## src/rtl/tx_lane_scheduler.sv

```systemverilog
// Two-requester round-robin byte scheduler feeding an 8:1 serializer; bytes accepted at slot 0 appear 1 cycle later for 8 cycles.
// Backpressure: readies pulse only at the slot-0 boundary in RUN with enable high; otherwise requesters hold their valid and wait.
module tx_lane_scheduler #(
  parameter int unsigned TRAIN_BYTES = 4,
  parameter logic [7:0]  IDLE_CHAR   = 8'hBC
) (
  input  logic        clk_32f,
  input  logic        reset,
  input  logic        enable,
  input  logic [7:0]  req0_data,
  input  logic        req0_valid,
  output logic        req0_ready,
  input  logic [7:0]  req1_data,
  input  logic        req1_valid,
  output logic        req1_ready,
  output logic [7:0]  par_data_out,
  output logic        par_valid_out,
  output logic        lane_id_out,
  output logic        byte_strobe,
  output logic        sync_done,
  output logic [15:0] cnt0,
  output logic [15:0] cnt1
);

  typedef enum logic [1:0] {
    DISABLED = 2'd0,
    TRAIN    = 2'd1,
    RUN      = 2'd2
  } state_t;

  localparam logic [7:0] TRAIN_LAST = 8'(TRAIN_BYTES - 1);

  state_t     state;
  state_t     state_next;
  logic [7:0] train_cnt;
  logic [7:0] train_cnt_next;
  logic [2:0] slot;
  logic       boundary;
  logic       last_grant;
  logic       grant_sel;
  logic       accept_window;
  logic       xfer0;
  logic       xfer1;

  assign boundary = (slot == 3'd0);

  // Readies are gated by enable so a boundary that leaves RUN never accepts a byte.
  always_comb begin
    accept_window = boundary && (state == RUN) && enable;
    if (req0_valid && req1_valid) begin
      grant_sel = ~last_grant;
    end else begin
      grant_sel = req1_valid;
    end
    req0_ready = accept_window && req0_valid && !grant_sel;
    req1_ready = accept_window && req1_valid && grant_sel;
    xfer0      = req0_valid && req0_ready;
    xfer1      = req1_valid && req1_ready;
  end

  always_comb begin
    state_next     = state;
    train_cnt_next = train_cnt;
    case (state)
      DISABLED: begin
        if (enable) begin
          state_next     = TRAIN;
          train_cnt_next = 8'd0;
        end
      end
      TRAIN: begin
        if (!enable) begin
          state_next     = DISABLED;
          train_cnt_next = 8'd0;
        end else if (train_cnt == TRAIN_LAST) begin
          state_next     = RUN;
          train_cnt_next = 8'd0;
        end else begin
          train_cnt_next = train_cnt + 8'd1;
        end
      end
      RUN: begin
        if (!enable) begin
          state_next = DISABLED;
        end
      end
      default: begin
        state_next     = DISABLED;
        train_cnt_next = 8'd0;
      end
    endcase
  end

  always_ff @(posedge clk_32f) begin
    if (reset) begin
      state     <= DISABLED;
      train_cnt <= 8'd0;
    end else if (boundary) begin
      state     <= state_next;
      train_cnt <= train_cnt_next;
    end
  end

  // Slot and strobe run free; everything else only moves at the byte boundary.
  always_ff @(posedge clk_32f) begin
    if (reset) begin
      slot        <= 3'd7;
      byte_strobe <= 1'b0;
    end else begin
      slot        <= slot - 3'd1;
      byte_strobe <= boundary;
    end
  end

  always_ff @(posedge clk_32f) begin
    if (reset) begin
      par_data_out  <= IDLE_CHAR;
      par_valid_out <= 1'b0;
      lane_id_out   <= 1'b0;
      sync_done     <= 1'b0;
      cnt0          <= 16'd0;
      cnt1          <= 16'd0;
      last_grant    <= 1'b1;
    end else if (boundary) begin
      sync_done <= (state_next == RUN);
      if (xfer0) begin
        par_data_out  <= req0_data;
        par_valid_out <= 1'b1;
        lane_id_out   <= 1'b0;
        cnt0          <= cnt0 + 16'd1;
        last_grant    <= 1'b0;
      end else if (xfer1) begin
        par_data_out  <= req1_data;
        par_valid_out <= 1'b1;
        lane_id_out   <= 1'b1;
        cnt1          <= cnt1 + 16'd1;
        last_grant    <= 1'b1;
      end else begin
        par_data_out  <= IDLE_CHAR;
        par_valid_out <= 1'b0;
      end
    end
  end

endmodule

```

## config.mk

```make
export PLATFORM = sky130hd
export DESIGN_NAME = tx_lane_scheduler
export DESIGN_NICKNAME = d
export VERILOG_FILES = /design/src/rtl/tx_lane_scheduler.sv
export SDC_FILE = /design/constraint.sdc
export NUM_CORES = 1
export LEC_CHECK = 0
export BUFFER_PORTS_ARGS = -buffer_cell sky130_fd_sc_hd__buf_2
export CAP_MARGIN = 20
export CORE_MARGIN = 1.5
export CORE_UTILIZATION = 47
export DETAILED_ROUTE_END_ITERATION = 10
export PLACE_DENSITY = 0.72
export SYNTH_ARGS = -nofsm -noshare
export SYNTH_HDL_FRONTEND = slang
export SYNTH_SLANG_ARGS = --single-unit
```

## constraint.sdc

```tcl
create_clock -name clk_32f -period 4.92 [get_ports clk_32f]
set_clock_uncertainty 0.15 [all_clocks]
set_input_delay 0.738 -clock clk_32f [delete_from_list [all_inputs] [get_ports clk_32f]]
set_output_delay 0.738 -clock clk_32f [all_outputs]
set_load 0.01 [all_outputs]
```

==> results of run 1 <==
-- through the flow --
step | utilization | cells | hold WS, ns
floorplan | - | 306 | 0.220
global placement | 0.550 | 425 | 0.231
detailed placement | 0.550 | 425 | 0.231
CTS | 0.580 | 441 | 0.248
global route | 0.580 | 441 | 0.277
finish | 0.580 | 441 | 0.242
-- final cells by class --
cell class	instances	area, sq um	share of cell area
Clock buffer	11	131	0.0414
Clock inverter	5	31.3	0.00986
Inverter	10	37.5	0.0118
Multi-Input combinational cell	218	1380	0.436
Sequential cell	58	1160	0.366
Tap cell	72	90.1	0.0284
Timing Repair Buffer	67	338	0.107
-- worst register-to-register path: cells and delay by family (launching register included) --
kind / cells / cell delay [ns]
compound gates: 1 / 0.14
fa+ha+maj: 1 / 0.18
buf+inv: 1 / 0.08
flops: 1 / 0.31
simple gates: 3 / 1.47
-- final timing paths --
path,endpoint,from,slack [ns],cells after the start
hold reg to reg,slot[0]$_SDFF_PP1_,slot[0]$_SDFF_PP1_,0.24,1
setup / recovery,req1_ready,slot[0]$_SDFF_PP1_,1.87,6
setup reg to reg,cnt1[11]$_SDFFE_PP0P_,slot[0]$_SDFF_PP1_,2.52,6
hold / removal,slot[0]$_SDFF_PP1_,slot[0]$_SDFF_PP1_,0.24,1
-- synthesized netlist by cell type (2+ instances only) --
library cell / instances / area [sq um]
buf_2: 6 / 30.0
clkbuf_1: 14 / 52.6
a222oi_1: 3 / 30.0
a21oi_1: 36 / 180
nor2b_1: 4 / 25.0
o22ai_1: 5 / 31.3
mux2_2: 2 / 22.5
nand3_1: 14 / 70.1
nand4_1: 8 / 50.1
and2_1: 2 / 12.5
or4_1: 18 / 135
nand2_1: 19 / 71.3
o21ai_0: 14 / 70.1
xor2_1: 7 / 61.3
or3_1: 8 / 50.1
or3b_1: 2 / 17.5
and4_1: 3 / 26.3
and3_1: 4 / 25.0
inv_1: 9 / 33.8
a211oi_1: 2 / 15.0
nor2_1: 17 / 63.8
ha_1: 5 / 62.6
a31oi_1: 2 / 12.5
dfxtp_1: 58 / 1160
nand2b_1: 4 / 25.0
o2111ai_1: 5 / 43.8
o31ai_1: 18 / 135
xnor2_1: 3 / 26.3
-- sequential cells by signal, summed over array words and instances, names as in the netlist --
register / flops
cnt0: 16
cnt1: 16
par_data_out: 8
train_cnt: 8
slot: 3
state: 2
byte_strobe: 1
lane_id_out: 1
last_grant: 1
par_valid_out: 1
sync_done: 1
-- power breakdown --
| group | internal (uW) | leakage (uW) | total, uW | switching (uW) |
|---|---|---|---|---|
| Sequential | 472 | 0.000468 | 473 | 1.28 |
| Clock | 181 | 0.0000831 | 369 | 189 |
| Combinational | 10.2 | 0.000657 | 25.6 | 15.4 |
| Total | 663 | 0.00121 | 868 | 205 |
-- cell usage in the layout, fill, tap and decap left out, types with 3 or more instances in the layout --
cell type / count
xnor2_1: 3
ha_1: 5
o2111ai_1: 4
nand4_1: 8
o22ai_1: 5
a21oi_1: 36
nand3_1: 14
dfxtp_1: 58
nor2b_1: 4
or4_1: 18
and3_1: 4
o21ai_0: 14
inv_1: 9
buf_2: 66
nand2_1: 19
o31ai_1: 18
nand2b_1: 4
clkinv_2: 3
nor2_1: 17
a222oi_1: 3
clkbuf_8: 9
xor2_1: 7
or3_1: 8
and4_1: 3
-- cells by family (layout without fill, tap and decap cells) --
family	after synthesis	after routing	synth area share
compound gates	91	91	0.213
xor+xnor	10	10	0.0330
fa+ha+maj	5	5	0.0235
buf+inv	30	93	0.0452
flops	58	58	0.437
mux	3	3	0.0122
simple gates	109	109	0.236
-- layer usage --
metal	vias to the layer above	wire [microns]	GRT usage
met4	0	75	0.0696
met1	1140	2750	0.250
li1	1277	-	-
met2	60	2760	0.327
met3	10	315	0.0686
met5	-	0	0
==> out/qor.yml, run 1 <==
status:
  outcome: "finished, final reports clean"
sta:
  worstMarginPinSlew_ns: 1.00
  max-slew-margin-rel: 0.332
  fmax_mhz: 327
  worst_slack_ns: 1.87
  report.final.slew_viol_count: 0
  report.final.setup_viol: 0
  min_period_over_period: 0.621
  hold_viol: 0
  finalSetupTns_ns: 0
  layout_min_cycle_time_ns: 3.05
  rsz0062_at_grt: "no"
synth:
  synth_ff_type: "dfxtp_1"
  ys_warn_count: 0
  netlist_instances: 306
  synth-seq-area-share: 0.437
  synth-async-reset-ratio: 0
  synth_area_per_cell_sq_um: 8.68
  ys_ff_latch: 58
  synth_cell_types: 42
  synth_edf_count: 0
  syn-num-nets: 332
  netlist_area_sq_um: 2660
clock_network:
  post_cts_buffers: 0
  clock-sinks: 58
  clk_pin_slew_ns: 0.06
  cts_hold_buffers: 0
  clockBufferDepth: 2
  cts_made_buffers: 9
  htree_levels: 3
  clock-root-buffer: "clkbuf_8"
  insertion_delay_ns: 0.34
  postCtsResizedCells: 0
  tritoncts: "done"
detailed_routing:
  vias: 2487
  first_pass_iters: 4
  drt-total-wl_microns: 5910
  routedWlPerCell_microns: 13.4
  via_per_inst: 5.64
  drtIter0Drc: 107
  ant_nets: 0
  drc: 0
placed_design:
  place_congestion: 0.767
  postPlaceCellArea_sq_um: 3010
  place_ws_ns: 1.92
  port_buffers: 66
  dp_hpwl_microns: 3990
power:
  power_uw: 868
  vdd_drop_max_mv: 0.165
  p_leak_uw: 0.00121
  power_density_nw_per_um2: 274
worst_setup_path:
  worstPathMaxFanout: 11
  cp-start-kind: "register"
  end_kind: "output port"
  cp.required_ns: 4.03
  path_class: "reg -> out"
  cpMaxStageDelayCell: "nand3_1"
  cp_top_family: "simple AND/OR/NAND/NOR gates"
  crit_arrival_ns: 2.17
  path_cells: "inv_1, ha_1, and4bb_2, nand3_1, clkinv_1, buf_2"
  cp_num_buf_inv: 3
  critPathMaxStageDelay_ns: 0.37
floorplan:
  start_util: 0.486
  core-area_sq_um: 5470
  num_rows: 27
  die_h_microns: 78.2
  dieArea_sq_um: 6110
  ios: 67
  die_x_microns: 78.2
cells_and_area:
  final_area_sq_um: 3170
  fin_nets: 390
  nFillCells: 515
  areaGrowthSynthToFinish_pct: 19.4
  antenna-diode-count: 0
  drive_gt1_frac: 0.233
global_route:
  antenna_found_initial: 0
  grt_overflow: 0
  grt_pass1_wl_microns: 9740
  grt_max_degree: 56
  grt_pass1_vias: 2217
  grt_usage: 0.202
worst_hold_path:
  hold_path_class: "reg -> reg"
run:
  drv_cap: 0
Power figures use the tool's default switching activity.
==> run 2, diff against run 1 <==
--- a/config.mk
+++ b/config.mk
@@ -10,7 +10,7 @@
 export CORE_MARGIN = 1.5
 export CORE_UTILIZATION = 47
 export DETAILED_ROUTE_END_ITERATION = 10
-export PLACE_DENSITY = 0.72
+export PLACE_DENSITY = 0.75
 export SYNTH_ARGS = -nofsm -noshare
 export SYNTH_HDL_FRONTEND = slang
 export SYNTH_SLANG_ARGS = --single-unit
==> constraint.sdc (replaced) <==
create_clock -name clk_32f -period 2.45 [get_ports clk_32f]
set_clock_uncertainty 0.15 [all_clocks]
set_input_delay 0.3675 -clock clk_32f [delete_from_list [all_inputs] [get_ports clk_32f]]
set_output_delay 0.3675 -clock clk_32f [all_outputs]
set_load 0.01 [all_outputs]
==> out/qor.yml, run 2 (same netlist as run 1, synthesis figures left out) <==
floorplan:
  core-area_sq_um: 5470
  start_util: 0.486
  die_x_microns: 78.2
  die_h_microns: 78.2
  dieArea_sq_um: 6110
  num_rows: 27
  ios: 67
worst_setup_path:
  cp-start-kind: "register"
  path_class: "reg -> out"
  cpMaxStageDelayCell: "dfxtp_1"
  cp_num_buf_inv: 4
  path_cells: "inv_1, ha_2, and4bb_4, o2111ai_4, buf_12, clkinvlp_4, buf_2"
  worstRegToRegCells: 8
  cp.depth: 7
  cp.required_ns: 1.93
  r2r_start: "slot[0]$_SDFF_PP1_"
  cp_top_family: "buffers and inverters"
  worstPathMaxFanout: 6
  end_kind: "output port"
  critPathMaxStageDelay_ns: 0.31
  crit_arrival_ns: 1.79
  startpoint: "slot[0]$_SDFF_PP1_"
sta:
  finalSetupTns_ns: 0
  rsz0062_at_grt: "no"
  min_period_over_period: 0.943
  hold_viol: 0
  report.final.setup_viol: 0
  max-slew-margin-rel: 0.578
  worstMarginPinSlew_ns: 0.633
  fmax_mhz: 433
  layout_min_cycle_time_ns: 2.31
  worst_slack_ns: 0.140
  report.final.slew_viol_count: 0
clock_network:
  cts_made_buffers: 9
  insertion_delay_ns: 0.33
  htree_levels: 3
  tritoncts: "done"
  clk_pin_slew_ns: 0.06
  clock-root-buffer: "clkbuf_8"
  clockBufferDepth: 2
  clock-sinks: 58
worst_hold_path:
  whs_path_depth: 3
  hold_path_class: "in -> reg"
  hp-start: "req0_data[0]"
cells_and_area:
  final_area_sq_um: 3330
  reg.largest.list: "cnt0 x16, cnt1 x16"
  final_cell_mix: "buf_2, dfxtp_1, a21oi_1"
  drive_gt1_frac: 0.263
  nFillCells: 508
  areaGrowthSynthToFinish_pct: 25.2
  regArea_sq_um: 1160
  mostFrequentLayoutCell: "buf_2"
  antenna-diode-count: 0
  fin_nets: 401
  final_cells: 452
  multi_input_area_sq_um: 1400
power:
  p_seq_frac: 0.525
  power_density_nw_per_um2: 544
  p_leak_uw: 0.00128
  vdd_drop_max_mv: 0.325
  clkPwrFrac: 0.444
  switching_share: 0.216
  p_comb_frac: 0.031
  p_int_uw: 1420
  power_switching_uw: 392
placed_design:
  place_inst: 431
  port_buffers: 66
  dp_hpwl_microns: 4250
  place_ws_ns: 0.309
  postPlaceCellArea_sq_um: 3070
  place_congestion: 0.870
detailed_routing:
  routedWlPerCell_microns: 13.9
  drtIter0Drc: 87
  routed.top_layer: "met4"
  wl_met1_microns: 2980
  first_pass_iters: 4
  dr_wl_met3_microns: 359
  vias: 2578
  drc: 0
  route.met2.wl_microns: 2890
  via_per_inst: 5.70
  drt-total-wl_microns: 6300
  ant_nets: 0
global_route:
  antenna_found_initial: 0
  grt_usage: 0.218
  grt_overflow: 0
  grt_pass1_wl_microns: 10600
  grt_pass1_vias: 2358
  grt_max_degree: 39
run:
  drv_cap: 0
status:
  outcome: "finished, final reports clean"
[run 2: final timing paths]
path	slack, ns	to
hold reg to reg	0.26	slot[0]$_SDFF_PP1_
hold / removal	0.12	par_data_out[0]$_SDFFE_PP0N_
setup / recovery	0.14	req0_ready
setup reg to reg	0.17	cnt0[11]$_SDFFE_PP0P_
[run 2: repair_timing]
action	CTS	global route
hold buffers	0	0
pin swaps	0	2
buffers inserted	0	4
endpoints found under the setup margin	2	2
gates cloned	0	1
resized for setup	2	3
[run 2: metal layers]
layer  GRT usage  vias to the layer above
li1            -                     1291
met1       0.273                     1227
met2       0.345                       51
met3      0.0814                        9
met4      0.0696                        0
met5           0                        -
[run 2: through the flow]
stage,power [uW],utilization,hold slack [ns]
2_1_floorplan,1000,-,0.220
3_3_place_gp,1020,0.560,0.231
3_5_place_dp,1030,0.560,0.246
4_1_cts,1820,0.595,0.109
5_1_grt,1880,0.608,0.138
6_report,1810,0.608,0.123
[run 2: power groups by stage]
| stage | Clock (uW) | Sequential, uW | Combinational [uW] |
|---|---|---|---|
| global route | 871 | 951 | 62.4 |
| detailed placement | 0 | 972 | 54.5 |
| floorplan | 0 | 971 | 28.4 |
| finish | 804 | 951 | 55.2 |
| global placement | 0 | 971 | 53.2 |
| CTS | 819 | 951 | 54.6 |
[run 2: worst register-to-register path, delay by kind of cell (launching register included)]
kind	cells	cell delay [ns]
AO/OA/AOI/OAI	2	0.31
adder cells (fa/ha/maj)	1	0.20
buffers and inverters	3	0.44
flip-flops	1	0.31
AND/OR/NAND/NOR	2	0.80
[run 2: cell type report]
| class | count | area share |
|---|---|---|
| clock inverter | 2 | 0.00301 |
| timing repair buffer | 78 | 0.135 |
| multi-input combinational | 218 | 0.421 |
| sequential | 58 | 0.349 |
| inverter | 10 | 0.0128 |
| tap | 72 | 0.0271 |
| clock buffer | 14 | 0.0519 |
